**config.mk**
```make
export PLATFORM = sky130hd
export DESIGN_NAME = mem_port_arbiter
export DESIGN_NICKNAME = d
export VERILOG_FILES = /design/src/rtl/mem_port_pkg.sv /design/src/rtl/mem_port_arbiter_load_extend.sv /design/src/rtl/mem_port_arbiter.sv
export SDC_FILE = /design/constraint.sdc
export NUM_CORES = 1
export LEC_CHECK = 0
export BUFFER_PORTS_ARGS = -buffer_cell sky130_fd_sc_hd__buf_2
export CAP_MARGIN = 20
export CORE_MARGIN = 4
export CORE_UTILIZATION = 27
export DETAILED_ROUTE_END_ITERATION = 7
export PLACE_DENSITY = 0.63
export SYNTH_ARGS = -nofsm -noshare
export SYNTH_HDL_FRONTEND = slang
export SYNTH_SLANG_ARGS = --single-unit
```
**constraint.sdc**
```tcl
create_clock -name clk -period 1.6 [get_ports clk]
set_input_delay 0.32 -clock clk [delete_from_list [all_inputs] [get_ports clk]]
set_output_delay 0.32 -clock clk [all_outputs]
set_load 0.02 [all_outputs]
```
**src/rtl/mem_port_pkg.sv**
```systemverilog
// Shared definitions for the CPU memory-port arbiter: funct3 codes, bus regions,
// FSM states and small decode helpers.
package mem_port_pkg;

  localparam logic [2:0] F3_B  = 3'b000;
  localparam logic [2:0] F3_H  = 3'b001;
  localparam logic [2:0] F3_W  = 3'b010;
  localparam logic [2:0] F3_BU = 3'b100;
  localparam logic [2:0] F3_HU = 3'b101;

  // Region is taken from the top two bus address bits; any value with bit 1 set is IO.
  localparam logic [1:0] REGION_FLASH = 2'b00;
  localparam logic [1:0] REGION_RAM   = 2'b01;
  localparam logic [1:0] REGION_IO    = 2'b10;

  typedef enum logic [1:0] {
    IDLE,
    BUSY,
    RELEASE
  } state_t;

  function automatic logic [2:0] size_bytes(input logic [1:0] f3_lo);
    case (f3_lo)
      2'b00:   return 3'd1;
      2'b01:   return 3'd2;
      default: return 3'd4;
    endcase
  endfunction

  function automatic logic f3_legal(input logic we, input logic [2:0] f3);
    case (f3)
      F3_B, F3_H, F3_W: return 1'b1;
      F3_BU, F3_HU:     return !we;
      default:          return 1'b0;
    endcase
  endfunction

endpackage

```
**src/rtl/mem_port_arbiter_load_extend.sv**
```systemverilog
// Combinational load-data extension: sign/zero-extends the low byte or halfword
// of the raw bus value according to the RV32 funct3 code.
module load_extend
  import mem_port_pkg::*;
(
  input  logic [2:0]  funct3,
  input  logic [31:0] raw,
  output logic [31:0] result
);

  always_comb begin
    result = raw;
    case (funct3)
      F3_B:    result = {{24{raw[7]}}, raw[7:0]};
      F3_H:    result = {{16{raw[15]}}, raw[15:0]};
      F3_BU:   result = {24'h000000, raw[7:0]};
      F3_HU:   result = {16'h0000, raw[15:0]};
      default: result = raw;
    endcase
  end

endmodule

```
**src/rtl/mem_port_arbiter.sv**
```systemverilog
// Merges the fetch and load/store ports onto the single bus handshake.
// Optional MISALIGN_TRAP_EN: misaligned halfword/word/fetch accesses fault without a bus cycle.
module mem_port_arbiter
  import mem_port_pkg::*;
#(
  parameter int address_size = 18
) (
  input  logic                    clk,
  input  logic                    rst_n,
  input  logic                    if_req,
  input  logic [31:0]             if_addr,
  output logic [31:0]             if_rdata,
  output logic                    if_done,
  output logic                    if_err,
  input  logic                    ls_req,
  input  logic                    ls_we,
  input  logic [2:0]              ls_funct3,
  input  logic [31:0]             ls_addr,
  input  logic [31:0]             ls_wdata,
  output logic [31:0]             ls_rdata,
  output logic                    ls_done,
  output logic                    ls_err,
  output logic                    bus_start_request,
  output logic                    bus_is_write,
  output logic [2:0]              bus_num_bytes,
  output logic [address_size-1:0] bus_target_address,
  output logic [31:0]             bus_write_value,
  input  logic [31:0]             bus_fetched_value,
  input  logic                    bus_request_done
);

  state_t                  state, state_d;
  logic                    grant_ls_q, err_q, we_q;
  logic [2:0]              f3_q, nb_q;
  logic [address_size-1:0] addr_q;
  logic [31:0]             wdata_q, raw_q, ext;

  logic                    sel_ls, sel_we, accept, illegal, misalign;
  logic [31:0]             sel_addr;
  logic [2:0]              sel_f3;

  assign sel_ls   = ls_req;
  assign sel_addr = sel_ls ? ls_addr : if_addr;
  assign sel_we   = sel_ls & ls_we;
  assign sel_f3   = sel_ls ? ls_funct3 : F3_W;
  assign accept   = (state == IDLE) && (ls_req || if_req);

`ifdef MISALIGN_TRAP_EN
  assign misalign = ((sel_f3[1:0] == 2'b01) && sel_addr[0]) ||
                    ((sel_f3[1:0] == 2'b10) && (sel_addr[1:0] != 2'b00));
`else
  assign misalign = 1'b0;
`endif

  assign illegal = (|sel_addr[31:address_size]) ||
                   (sel_we && (sel_addr[address_size-1 -: 2] == REGION_FLASH)) ||
                   (sel_ls && !f3_legal(ls_we, ls_funct3)) ||
                   misalign;

  always_comb begin
    state_d = state;
    case (state)
      IDLE:    if (accept) state_d = illegal ? RELEASE : BUSY;
      BUSY:    if (bus_request_done) state_d = RELEASE;
      RELEASE: state_d = IDLE;
      default: state_d = IDLE;
    endcase
  end

  always_ff @(posedge clk) begin
    if (!rst_n) begin
      state      <= IDLE;
      grant_ls_q <= 1'b0;
      err_q      <= 1'b0;
      we_q       <= 1'b0;
      f3_q       <= '0;
      nb_q       <= '0;
      addr_q     <= '0;
      wdata_q    <= '0;
      raw_q      <= '0;
    end else begin
      state <= state_d;
      if (accept) begin
        grant_ls_q <= sel_ls;
        err_q      <= illegal;
        we_q       <= sel_we;
        f3_q       <= sel_f3;
        nb_q       <= sel_ls ? size_bytes(ls_funct3[1:0]) : 3'd4;
        addr_q     <= sel_addr[address_size-1:0];
        wdata_q    <= sel_ls ? ls_wdata : '0;
      end
      if (state == BUSY && bus_request_done)
        raw_q <= bus_fetched_value;
    end
  end

  load_extend u_load_extend (
    .funct3 (f3_q),
    .raw    (raw_q),
    .result (ext)
  );

  assign bus_start_request  = (state == BUSY);
  assign bus_is_write       = we_q;
  assign bus_num_bytes      = nb_q;
  assign bus_target_address = addr_q;
  assign bus_write_value    = wdata_q;

  // Read data is only meaningful on a clean load completion; otherwise it reads as zero.
  assign ls_done  = (state == RELEASE) && grant_ls_q;
  assign ls_err   = ls_done && err_q;
  assign ls_rdata = (ls_done && !err_q && !we_q) ? ext : '0;
  assign if_done  = (state == RELEASE) && !grant_ls_q;
  assign if_err   = if_done && err_q;
  assign if_rdata = (if_done && !err_q) ? raw_q : '0;

endmodule

```
Word level (Yosys, flattened, before mapping)
Index checks and enable logic that the tools add are counted.
- register bits: 93
- input bits: 137
- output and inout bits: 123
- logic and storage cells: 63
- equal/unequal tests: 12
- multiplexer cells: 13
- bitwise operators: 1
- reduce and logical (&&, ||, !) cells: 28
- operators with widths (kind ; number):
    two-way mux 32 bit ; 4
    case mux 32 bit (4 select lines) ; 1
    OR reduction 14 bit ; 1
    equality test 3 bit, second input constant ; 4
    logical AND 1 bit ; 11
    equality test 3 x 1 -> 1 bit, second input constant ; 2
    zero test 2 bit ; 3
    zero test 3 bit ; 2
    two-way mux 2 bit ; 3
    two-way mux 3 bit ; 2
    case mux 3 bit (2 select lines) ; 1
    zero test 1 bit ; 5
    equality test 2 x 1 -> 1 bit, second input constant ; 2
    case mux 2 bit (2 select lines) ; 1
    equality test 3 x 2 -> 1 bit, second input constant ; 1
    logical OR 1 bit ; 3
    OR reduction 3 bit ; 1
    equality test 2 bit, second input constant ; 1
    inequality test 2 x 1 -> 1 bit, second input constant ; 1
    inequality test 2 bit, second input constant ; 1
    case mux 1 bit (2 select lines) ; 1
    AND reduction 2 bit ; 1
    OR reduction 2 bit ; 1
    AND 1 bit ; 1

Longest topological paths before layout
- word-level depth: 9
- depth in mapped cells: 6
- mapped depth without buffers: 5

Cells and area by module
Synthesis repeated with hierarchy kept, for this count alone.
- cells, all modules: 537
- area, all modules: 4561.9 µm²
- by module, submodules not included (module ; times used ; cells each ; area an instance (µm²) ; seq. area each (µm²)):
    mem_port_arbiter ; 1 ; 470 ; 4206.5 ; 1861.8
    load_extend ; 1 ; 67 ; 355.3 ; 0.0

Worst setup path before layout
OpenSTA, ideal clock, no wires.
- kind: register to output
- start point: reg state[1]
- end point: out if_rdata[10]
- arrival time: 1.610 ns
- data required time: 1.280 ns
- slack: -0.330 ns
- stages on the path, launching flop included: 5
- buffers on the path: 1
- cells stage by stage: dfxtp_1 -> nor3b_1 -> and2b_1 -> clkbuf_2 -> and2_1
- cells in the longest elaborated chain, start to end: 4
- RTL lines (element ; RTL line ; RTL):
    start, declared ; mem_port_arbiter.sv:32 ; state_t state, state_d;
    start signal, assigned ; mem_port_arbiter.sv:82 ; state <= state_d;
    equality test 2 bit ; mem_port_arbiter.sv:113 ; assign if_done = (state == RELEASE) && !grant_ls_q;
    logical AND 1 bit ; mem_port_arbiter.sv:113 ;
    via if_done ; mem_port_arbiter.sv:13 ; output logic if_done,
    logical AND 1 bit ; mem_port_arbiter.sv:115 ; assign if_rdata = (if_done && !err_q) ? raw_q : '0;
    two-way mux 32 bit ; mem_port_arbiter.sv:115 ;
    end, declared ; mem_port_arbiter.sv:12 ; output logic [31:0] if_rdata,
The timed path passes the listed nets, and every way through them passes these cells.

Worst setup path after layout
- start point: reg state[0]
- end point: out ls_rdata[28]
- cells in the longest elaborated chain, start to end: 5
- RTL lines (element ; RTL line ; RTL):
    equality test 2 bit ; mem_port_arbiter.sv:110 ; assign ls_done = (state == RELEASE) && grant_ls_q;
    logical AND 1 bit ; mem_port_arbiter.sv:110 ;
    logical AND 1 bit (2 in series) ; mem_port_arbiter.sv:112 ; assign ls_rdata = (ls_done && !err_q && !we_q) ? ext : '0;
    two-way mux 32 bit ; mem_port_arbiter.sv:112 ;
    end, declared ; mem_port_arbiter.sv:20 ; output logic [31:0] ls_rdata,
Every way passes these cells.

==> impl_metrics.yaml <==
setup_path:
  r2r_cells: 7
  endpoint: "ls_rdata[28]"
  r2r-end: "f3_q[2]"
  crit_path_start: "state[0]"
  crit_type: "flip-flop to output port"
  end_kind: "output port"
  worstPathRequired_ns: 1.28
  r2r-start: "state[0]"
  reg2reg_slack_ns: 0.18
  arrival_ns: 1.75
  path_max_fanout: 16
  crit_path_start_kind: "flip-flop"
power:
  power_frac_comb_pct: 16.7
  sequentialPowerShare_pct: 43.7
  p_sw_share_pct: 27.6
  intPower_mw: 4.11
  switching_power_mw: 1.57
  clkPwrFrac_pct: 39.7
  max-vdd-ir-drop_v: 0.000516
  p_leak_nw: 3.22
  pwr_density_cell_nw_per_um2: 805
  power.total_mw: 5.67
yosys:
  yosys_warnings: 0
  postSynthCellCount: 501
  synth-main-ff-cell: "dfxtp_1"
  synth.most_common_cell: "dfxtp_1"
  synth_mux_area_share_pct: 4.43
  synth_area_leaders: "dfxtp_1, nand2_1, and2_1, a22oi_1, nor2b_1"
  yosys.area_share.xor_xnor_pct: 0
  synth_top_family_by_area: "simple AND/OR/NAND/NOR gates"
  synth_fa_ha_area_share_pct: 0
  synth_cell_types: 35
  synth-edff-count: 0
  async_reset_ff_share_pct: 0
  ys_seq_area_share_pct: 43.4
  synthTopCellsByCount: "dfxtp_1, nand2_1, and2_1"
  synthSimpleGateAreaFrac_pct: 23.8
  synthesis.area_sq_um: 4290
  ys_ff_latch: 93
  synth_fp_nets: 638
  synth_compound_area_share_pct: 22.0
  yosys.area.top_type: "dfxtp_1"
  synth_top_area_share_pct: 43.4
  syn_avg_cell_area_sq_um: 8.57
layout:
  fin_util_pct: 45.9
  drive_above_1_share_pct: 50.6
  n_antenna_cell: 0
  fillers: 1505
  area_delta_synth_final_pct: 64.2
  nets: 901
sta:
  setup-violations-final: 67
  timing_hold_violations_final: 0
  period_minus_slack_ns: 2.07
  maxSlewHeadroom_pct: 72.7
  setup_ws_ns: -0.467
  clock_skew_ns: 0.0112
  tightest_slew_ns: 0.405
  fmax_mhz: 484
  timing.final.crit_share_pct: 129
  hold_slack_ns: 0.220
  grt_setup_unrepaired: "yes"
  slew_violations: 0
detailed_routing:
  num_vias: 4450
  wl_um: 15000
  ant_nets: 0
  drc: 0
  viasPerCell: 4.54
  drt_iter0_markers: 112
  firstDrtPassIters: 4
  detail_route.wl_per_cell_um: 15.4
  wl_met2_um: 7720
  wl_met1_um: 6070
  wl_met3_um: 1130
  dr.max_layer_used: "met4"
clock_tree:
  cts-root-buf: "clkbuf_16"
  cts_hold_buf: 0
  clockBufferDepth: 2
  cts-buffers-inserted: 9
  htreeDepth: 3
  cts_sinks: 93
  cts_tree: "built"
  cts.clk_slew.worst_paths_ns: 0.07
  clock_latency_ns: 0.35
floorplanning:
  ios: 260
  core-area_sq_um: 15400
  start_util_pct: 27.9
  rows: 45
  die_x_um: 134
  dieArea_sq_um: 18000
  die_y_um: 134
hold_path:
  hold_class: "primary input to flip-flop"
place:
  port_buffers: 259
  dp_hpwl_um: 10700
  gp_congestion: 0.724
run:
  maxCapViolations: 0
grt:
  grt_pass1_vias: 4306
  grt_max_degree: 43
  overflow: 0
  antenna_found_initial: 0
  grt_usage_pct: 15.2
  grt_pass1_wl_um: 21800
run_status:
  status: "complete, but fails checks"
  violations: "negative setup slack"
## how the worst min path moves through the flow
stage / startpoint / to / slack, ns / cells after the start
after floorplan: raw_q[0] / raw_q[0] / 0.45 / 2
after global placement: bus_num_bytes[2] / bus_num_bytes[2] / 0.45 / 2
after detailed placement: bus_num_bytes[2] / bus_num_bytes[2] / 0.45 / 2
after CTS: bus_fetched_value[22] / raw_q[22] / 0.20 / 3
after global routing: bus_fetched_value[6] / raw_q[6] / 0.21 / 3
final: bus_fetched_value[4] / raw_q[4] / 0.22 / 3
## flip-flops by register name, summed over array words and instances, names as in the netlist
signal / cells
raw_q: 32
bus_is_write: 1
err_q: 1
grant_ls_q: 1
bus_num_bytes: 3
state: 2
bus_target_address: 18
f3_q: 3
bus_write_value: 32
## layout by cell type (no fill, tap or decap), types with 11 or more instances in the layout
master,n
buf_2,191
buf_4,29
nand2_1,87
mux2i_1,19
buf_6,66
and2_4,42
inv_1,17
o211a_1,18
clkbuf_16,11
nor2b_1,39
a22oi_1,35
a21boi_0,32
a21oi_2,14
dfxtp_1,90
## kinds of logic (layout without fill, tap and decap cells)
kind of cell           Yosys count  count (layout)
AOI/OAI and AO/OA              131             131
and+or+nand+nor                198             198
DFF                             93              93
buffers and inverters           60             328
muxes                           19              19
## layout make-up
class,instances,area [sq um],area share (%)
inverters,18,67.6,0.959
multi-input cells,348,2450,34.8
clock inverters,7,88.8,1.26
flip-flops and latches,93,1870,26.5
well taps,211,264,3.75
repair buffers,294,2090,29.6
clock buffers,9,225,3.20
## metrics by stage
| step | std cells | setup TNS [ns] | area, sq um | worst slack, ns |
|---|---|---|---|---|
| 2_1_floorplan | 501 | -2.54 | 4460 | -0.0596 |
| 4_1_cts | 977 | -22.46 | 6850 | -0.437 |
| 3_3_place_gp | 961 | -1.03 | 6130 | -0.0795 |
| 5_1_grt | 980 | -31.31 | 7050 | -0.538 |
| 3_5_place_dp | 961 | -2.01 | 6130 | -0.132 |
| 6_report | 980 | -26.49 | 7050 | -0.467 |
## power groups by stage
stage / clock (mW) / combinational [mW] / sequential (mW)
final: 2.25 / 0.946 / 2.48
after global routing: 2.44 / 1.03 / 2.49
after CTS: 2.33 / 0.917 / 2.48
after detailed placement: 0 / 0.902 / 2.52
after global placement: 0 / 0.895 / 2.52
after floorplan: 0 / 0.371 / 2.64
## metal layers
layer / global-route usage, % / vias up
li1: - / 2223
met1: 17.3 / 2056
met2: 27.8 / 164
met3: 5.10 / 7
met4: 3.28 / 0
met5: 0 / -
## worst max-delay path, stage by stage (launching register included)
cell and delay (ns):
dfxtp_1 0.31, nand3b_1 0.26, nor3_4 0.26, o21ai_2 0.10
buf_12 0.18, a21oi_2 0.14, buf_6 0.14
## repair_timing
action                     4_1_cts  5_1_grt
pin swaps                        5        2
gates resized for setup        142       48
setup buffers                    2        0
setup endpoints to repair       68       70
cloned                           0        3
(Power assumes the default switching activity.)
